[src/rtl/ssd_pkg.sv]
// Shared symbol codes and scheduler state for the seven-segment display path.
// The lock FSM imports this package so the two sides use the same codes.
package ssd_pkg;

    typedef enum logic {MAIN, ALERT} state_e;

    localparam logic [4:0] SYM_0 = 5'h00, SYM_1 = 5'h01, SYM_2 = 5'h02, SYM_3 = 5'h03;
    localparam logic [4:0] SYM_4 = 5'h04, SYM_5 = 5'h05, SYM_6 = 5'h06, SYM_7 = 5'h07;
    localparam logic [4:0] SYM_8 = 5'h08, SYM_9 = 5'h09, SYM_A = 5'h0A, SYM_B = 5'h0B;
    localparam logic [4:0] SYM_C = 5'h0C, SYM_D = 5'h0D, SYM_E = 5'h0E, SYM_F = 5'h0F;
    // Letters that share a glyph with a hex digit reuse its code.
    localparam logic [4:0] SYM_S     = 5'h05;
    localparam logic [4:0] SYM_O     = 5'h00;
    localparam logic [4:0] SYM_L     = 5'h10;
    localparam logic [4:0] SYM_P     = 5'h11;
    localparam logic [4:0] SYM_TIRE  = 5'h12;
    localparam logic [4:0] SYM_BLANK = 5'h13;

    // Digit idx of a 4-symbol message; idx 0 is the rightmost digit.
    function automatic logic [4:0] sym_at(input logic [19:0] code, input logic [1:0] idx);
        sym_at = code[4:0];
        case (idx)
            2'd0: sym_at = code[4:0];
            2'd1: sym_at = code[9:5];
            2'd2: sym_at = code[14:10];
            2'd3: sym_at = code[19:15];
            default: sym_at = code[4:0];
        endcase
    endfunction

endpackage

[src/rtl/binary_to_segment.sv]
// Combinational 5-bit symbol code to active-low {g..a} segment decoder.
// Codes outside the defined set light nothing.
module binary_to_segment
    import ssd_pkg::*;
(
    input  logic [4:0] i_code,
    output logic [6:0] o_seg
);

    always_comb begin
        o_seg = 7'h7F;
        case (i_code)
            SYM_0:    o_seg = 7'h40;
            SYM_1:    o_seg = 7'h79;
            SYM_2:    o_seg = 7'h24;
            SYM_3:    o_seg = 7'h30;
            SYM_4:    o_seg = 7'h19;
            SYM_5:    o_seg = 7'h12;
            SYM_6:    o_seg = 7'h02;
            SYM_7:    o_seg = 7'h78;
            SYM_8:    o_seg = 7'h00;
            SYM_9:    o_seg = 7'h10;
            SYM_A:    o_seg = 7'h08;
            SYM_B:    o_seg = 7'h03;
            SYM_C:    o_seg = 7'h46;
            SYM_D:    o_seg = 7'h21;
            SYM_E:    o_seg = 7'h06;
            SYM_F:    o_seg = 7'h0E;
            SYM_L:    o_seg = 7'h47;
            SYM_P:    o_seg = 7'h0C;
            SYM_TIRE: o_seg = 7'h3F;
            default:  o_seg = 7'h7F;
        endcase
    end

endmodule

[src/rtl/ssd_display_scheduler.sv]
// Scans the 4-digit display, blinks prompt digits and lets one-shot alerts
// pre-empt the main message for a fixed hold time.
module ssd_display_scheduler
    import ssd_pkg::*;
#(
    parameter int unsigned REFRESH_DIV = 50000,
    parameter int unsigned BLINK_DIV   = 50000000,
    parameter int unsigned ALERT_HOLD  = 200000000
) (
    input  logic        i_clk,
    input  logic        i_rst,
    input  logic        i_display_en,
    input  logic [19:0] i_main_code,
    input  logic [3:0]  i_main_blink,
    input  logic        i_alert_valid,
    input  logic [19:0] i_alert_code,
    output logic        o_alert_ready,
    output logic        o_alert_active,
    output logic [3:0]  o_an,
    output logic [6:0]  o_seg
);

    localparam int unsigned RefW   = $clog2(REFRESH_DIV + 1);
    localparam int unsigned BlinkW = $clog2(BLINK_DIV + 1);
    localparam int unsigned HoldW  = $clog2(ALERT_HOLD + 1);

    localparam logic [RefW-1:0]   RefLast   = RefW'(REFRESH_DIV - 1);
    localparam logic [BlinkW-1:0] BlinkLast = BlinkW'(BLINK_DIV - 1);
    localparam logic [HoldW-1:0]  HoldLoad  = HoldW'(ALERT_HOLD - 1);

    state_e              r_state;
    state_e              w_state_next;
    logic                r_rst_done;
    logic [HoldW-1:0]    r_hold_cnt;
    logic [19:0]         r_alert_code;
    logic [RefW-1:0]     r_ref_cnt;
    logic [1:0]          r_idx;
    logic [BlinkW-1:0]   r_blink_cnt;
    logic                r_phase;
    logic                r_blink_any;
    logic [3:0]          r_an;
    logic [6:0]          r_seg;
    logic                w_accept;
    logic                w_blink_rise;
    logic                w_phase_on;
    logic [4:0]          w_sym;
    logic [6:0]          w_seg;

    assign o_alert_ready  = r_rst_done && (r_state == MAIN);
    assign o_alert_active = (r_state == ALERT);
    assign o_an           = r_an;
    assign o_seg          = r_seg;

    assign w_accept     = o_alert_ready && i_alert_valid;
    assign w_blink_rise = !r_blink_any && (i_main_blink != 4'b0000);
    // A fresh prompt is shown on the very edge the mask rises.
    assign w_phase_on   = r_phase || w_blink_rise;

    always_comb begin
        w_state_next = r_state;
        case (r_state)
            MAIN:    if (w_accept) w_state_next = ALERT;
            ALERT:   if (r_hold_cnt == '0) w_state_next = MAIN;
            default: w_state_next = MAIN;
        endcase
    end

    always_comb begin
        w_sym = SYM_BLANK;
        if (r_state == ALERT) begin
            w_sym = sym_at(r_alert_code, r_idx);
        end else if (i_main_blink[r_idx] && !w_phase_on) begin
            w_sym = SYM_BLANK;
        end else begin
            w_sym = sym_at(i_main_code, r_idx);
        end
    end

    binary_to_segment u_decode (
        .i_code (w_sym),
        .o_seg  (w_seg)
    );

    always_ff @(posedge i_clk) begin
        if (!i_rst) begin
            r_state      <= MAIN;
            r_rst_done   <= 1'b0;
            r_hold_cnt   <= '0;
            r_alert_code <= '0;
            r_ref_cnt    <= '0;
            r_idx        <= 2'd0;
            r_blink_cnt  <= '0;
            r_phase      <= 1'b1;
            r_blink_any  <= 1'b0;
            r_an         <= 4'b1111;
            r_seg        <= 7'h7F;
        end else begin
            r_state     <= w_state_next;
            r_rst_done  <= 1'b1;
            r_blink_any <= (i_main_blink != 4'b0000);

            if (w_accept) begin
                r_hold_cnt   <= HoldLoad;
                r_alert_code <= i_alert_code;
            end else if ((r_state == ALERT) && (r_hold_cnt != '0)) begin
                r_hold_cnt <= r_hold_cnt - HoldW'(1);
            end

            if (r_ref_cnt == RefLast) begin
                r_ref_cnt <= '0;
                r_idx     <= r_idx + 2'd1;
            end else begin
                r_ref_cnt <= r_ref_cnt + RefW'(1);
            end

            if (w_blink_rise) begin
                r_blink_cnt <= '0;
                r_phase     <= 1'b1;
            end else if (r_blink_cnt == BlinkLast) begin
                r_blink_cnt <= '0;
                r_phase     <= ~r_phase;
            end else begin
                r_blink_cnt <= r_blink_cnt + BlinkW'(1);
            end

            r_an  <= i_display_en ? ~(4'b0001 << r_idx) : 4'b1111;
            r_seg <= w_seg;
        end
    end

endmodule

[config.mk]
export PLATFORM = sky130hd
export DESIGN_NAME = ssd_display_scheduler
export DESIGN_NICKNAME = d
export VERILOG_FILES = /design/src/rtl/ssd_pkg.sv /design/src/rtl/binary_to_segment.sv /design/src/rtl/ssd_display_scheduler.sv
export SDC_FILE = /design/constraint.sdc
export NUM_CORES = 1
export LEC_CHECK = 0
export CORE_MARGIN = 1.5
export CORE_UTILIZATION = 45
export CTS_BUF_LIST = sky130_fd_sc_hd__clkbuf_4
export DETAILED_ROUTE_END_ITERATION = 8
export PLACE_DENSITY = 0.7
export SYNTH_ARGS = -nofsm -noshare
export SYNTH_HDL_FRONTEND = slang
export SYNTH_HIERARCHICAL = 1
export SYNTH_SLANG_ARGS = --single-unit
[constraint.sdc]
create_clock -name i_clk -period 3.7 [get_ports i_clk]
set_input_delay 0.37 -clock i_clk [delete_from_list [all_inputs] [get_ports i_clk]]
set_output_delay 0.37 -clock i_clk [all_outputs]
set_load 0.05 [all_outputs]
==> results.json <==
{
  "outcome": "completed",
  "clkLatencyLatePin_ps": 470,
  "seqCellArea_um2": 2142,
  "crit_fanout": 11,
  "start_util_pct": 46.96,
  "drive_gt1_share_pct": 5.564,
  "cts-resized-gates": 0,
  "holdBufCountCts": 0,
  "drtPass1Iterations": 4,
  "postCtsSetupBuffers": 0,
  "syn_nets": 671,
  "hold_ws_ps": 424.4,
  "crit_slowest_cell": "dfxtp_1",
  "worst_slew_pin_slew_ps": 1142,
  "worst-setup-path-type": "reg -> reg",
  "io_pins": 61,
  "maxSlewViolCount": 0,
  "drtIter0Drc": 247,
  "grt_pass1_wl_mm": 18.86,
  "vias": 4510,
  "num_antenna_cells": 0,
  "finalWirelength_mm": 11.53,
  "rrSetupSlack_ps": 850,
  "synthTopCellsByArea": "dfxtp_1 42%, nand2_1 5.4%, nor2_1 4.7%, xnor2_1 4.4%, a21oi_1 4.1%",
  "numPortBuffers": 60,
  "wl_per_cell_um": 14.33,
  "end_kind": "flip-flop",
  "finalCriticalPeriod_ps": 2854,
  "synth-main-ff-cell": "dfxtp_1",
  "slowest_delay_ps": 490,
  "multi_input_area_um2": 2820,
  "rsz0062_at_grt": "no",
  "syn_area_um2": 5157,
  "reg2regPathDepth": 11,
  "die-height_um": 110.1,
  "clockBufferDepth": 2,
  "fin_tns_setup_ps": 0,
  "syn_area_per_cell_um2": 8.497,
  "synth_top_area_cell": "dfxtp_1",
  "finalCritPeriodShare_pct": 77.13,
  "timing.fmax_ghz": 0.3504,
  "worstHoldPathType": "in -> reg",
  "rows": 38,
  "final_hold_viol_count": 0,
  "globalplace.congestion": 0.8833,
  "synth_seq_cells": 107,
  "cts_tree": "built",
  "min_to": "r_alert_code[18]",
  "grt_usage_pct": 19.65,
  "num-fill-cells": 1013,
  "drc": 0,
  "leakagePower_nw": 2.072,
  "p_per_area_nw_per_um2": 366.1,
  "die_w_um": 110.1,
  "worstReg2RegStart": "r_idx[0]",
  "cts_sinks": 107,
  "crit_chain": "inv_1, ha_1, a222oi_1, nand2_1, a211oi_1, a21oi_1, buf_4, ha_1, a2111oi_2, a211oi_1, nand2b_1",
  "syn_to_final_growth_pct": 16.52,
  "worst_ep_arrival_time_ps": 3230,
  "cp_num_buf_inv": 2,
  "cp-start-kind": "flip-flop",
  "htree_levels": 3,
  "ys_types": 52,
  "ir_drop_mv": 0.2275,
  "whs_path_depth": 3,
  "final-setup-viol-count": 0,
  "synth_top_area_share_pct": 41.53,
  "path_clk_slew_ps": 170,
  "grt_max_degree": 41,
  "overflow": 0,
  "synthArstFlopShare_pct": 0,
  "fin_skew_ps": 18.54,
  "hpwl_mm": 8.087,
  "core_um2": 10980,
  "r2r_end": "o_seg[0]",
  "cp_top_family": "compound AO/OA/AOI/OAI gates",
  "cap_violations": 0,
  "layout.nets": 725,
  "antenna_found_initial": 0,
  "numCtsBuffers": 9,
  "antenna_left": 0,
  "die-area_um2": 12110,
  "slew_headroom_pct": 23.86,
  "worstHoldStart": "i_alert_code[18]",
  "yosysWarnings": 6,
  "ys_seq_area_share_pct": 41.53,
  "synth-edff-count": 0,
  "cts_root_buf": "clkbuf_4",
  "crit_required_ps": 4070,
  "grt_pass1_vias": 4083,
  "routed_via_density": 5.602,
  "netlist_instances": 607
}
## registers in the layout, indices dropped and copies added, names as in the netlist
register	cells
r_hold_cnt	28
r_blink_any	1
r_alert_code	20
o_seg	7
r_ref_cnt	16
r_rst_done	1
o_an	4
r_blink_cnt	26
r_idx	2
r_phase	1
o_alert_active	1
## power by group
part | internal (mW) | switching [mW]
logic | 0.179 | 0.239
registers | 1.20 | 0.0356
clock network | 0.145 | 0.399
total | 1.53 | 0.674
## synthesized netlist by cell type (5+ instances only)
| library cell | number |
|---|---|
| o31a_1 | 5 |
| xor2_1 | 21 |
| nor3_1 | 16 |
| a222oi_1 | 10 |
| and4_1 | 7 |
| ha_1 | 16 |
| nor4_1 | 12 |
| or3_1 | 8 |
| xnor2_1 | 26 |
| nand2_1 | 74 |
| and3_1 | 10 |
| o211ai_1 | 7 |
| a31oi_1 | 11 |
| or4_1 | 6 |
| nand4_1 | 12 |
| dfxtp_1 | 107 |
| nand3_1 | 16 |
| a211oi_1 | 10 |
| a21oi_1 | 42 |
| nand2b_1 | 17 |
| o31ai_1 | 9 |
| clkbuf_1 | 21 |
| inv_1 | 21 |
| nor2_1 | 65 |
| o21ai_0 | 10 |
## stage by stage
stage | power (mW) | cell area [um2] | worst slack (ps) | util (%) | std cells
final | 2.200 | 6010 | 846.2 | 54.72 | 805
after global routing | 2.310 | 6010 | 638.1 | 54.72 | 805
after CTS | 2.219 | 6010 | 883.4 | 54.72 | 805
after detailed placement | 1.676 | 5892 | 610.0 | 53.65 | 790
after global placement | 1.665 | 5892 | 615.7 | 53.65 | 790
after floorplan | 1.537 | 5157 | 899.6 | - | 607
## routing by layer
layer | up-vias | track usage [%] | part of all wire, %
met3 | 12 | 4.056 | 3.7
met2 | 84 | 31.99 | 47
met4 | 0 | 6.122 | 1.2
met5 | - | 0 | 0
met1 | 2128 | 26.13 | 48
li1 | 2286 | - | -
## final cells by class
type                       instances  area share [%]
tap                              140           2.915
clock inverter                     6          0.8328
clock buffer                       9           1.124
inverter                          21           1.312
timing repair buffer              70           11.24
sequential                       107           35.64
multi-input combinational        452           46.93
## placed cells by master (no fill, tap or decap), drive strengths merged, types with 3 or more instances in the layout
cell and instances:
a211oi 10, a21oi 42, a222oi 10, a31oi 11, and3 10, and4 7
buf 10, clkbuf 9, clkdlybuf4s50 60, clkinv 3, dfxtp 107, ha 16
inv 24, nand2 74, nand2b 17, nand3 16, nand4 12, nor2 65
nor2b 4, nor3 16, nor4 13, o2111ai 4, o211ai 7, o21ai 10
o311a 4, o31a 5, o31ai 9, or2 4, or3 9, or4 7
xnor2 26, xor2 21
## kinds of logic (layout without fill, tap and decap cells)
group                    after synthesis  in the layout  synth area share (%)
buffers and inverters                 48            106                 3.785
flip-flops                           107            107                 41.53
XOR/XNOR                              47             47                 7.982
AO/OA/AOI/OAI                        123            123                 16.45
multiplexers                           3              3                0.8248
adder cells (fa/ha/maj)               16             16                 3.882
AND/OR/NAND/NOR                      263            263                 25.55
## worst max-delay path by stage
stage / startpoint / end / slack [ps] / cells after the start
final: r_idx[0] / o_seg[0] / 850 / 11
after global routing: r_idx[0] / o_seg[0] / 640 / 11
after CTS: r_idx[0] / o_seg[3] / 880 / 12
after detailed placement: i_main_blink[0] / o_seg[0] / 610 / 13
after global placement: i_main_blink[0] / o_seg[0] / 620 / 13
after floorplan: i_main_blink[0] / o_seg[0] / 900 / 11
## worst register-to-register path, delay by kind of cell, from the launching register on
family	cells	cell delay [ps]
flip-flops	1	490
buffers and inverters	2	300
AND/OR/NAND/NOR	2	230
adder cells (fa/ha/maj)	2	630
AO/OA/AOI/OAI	5	1130
No activity file was read; power rests on OpenSTA's default activity.
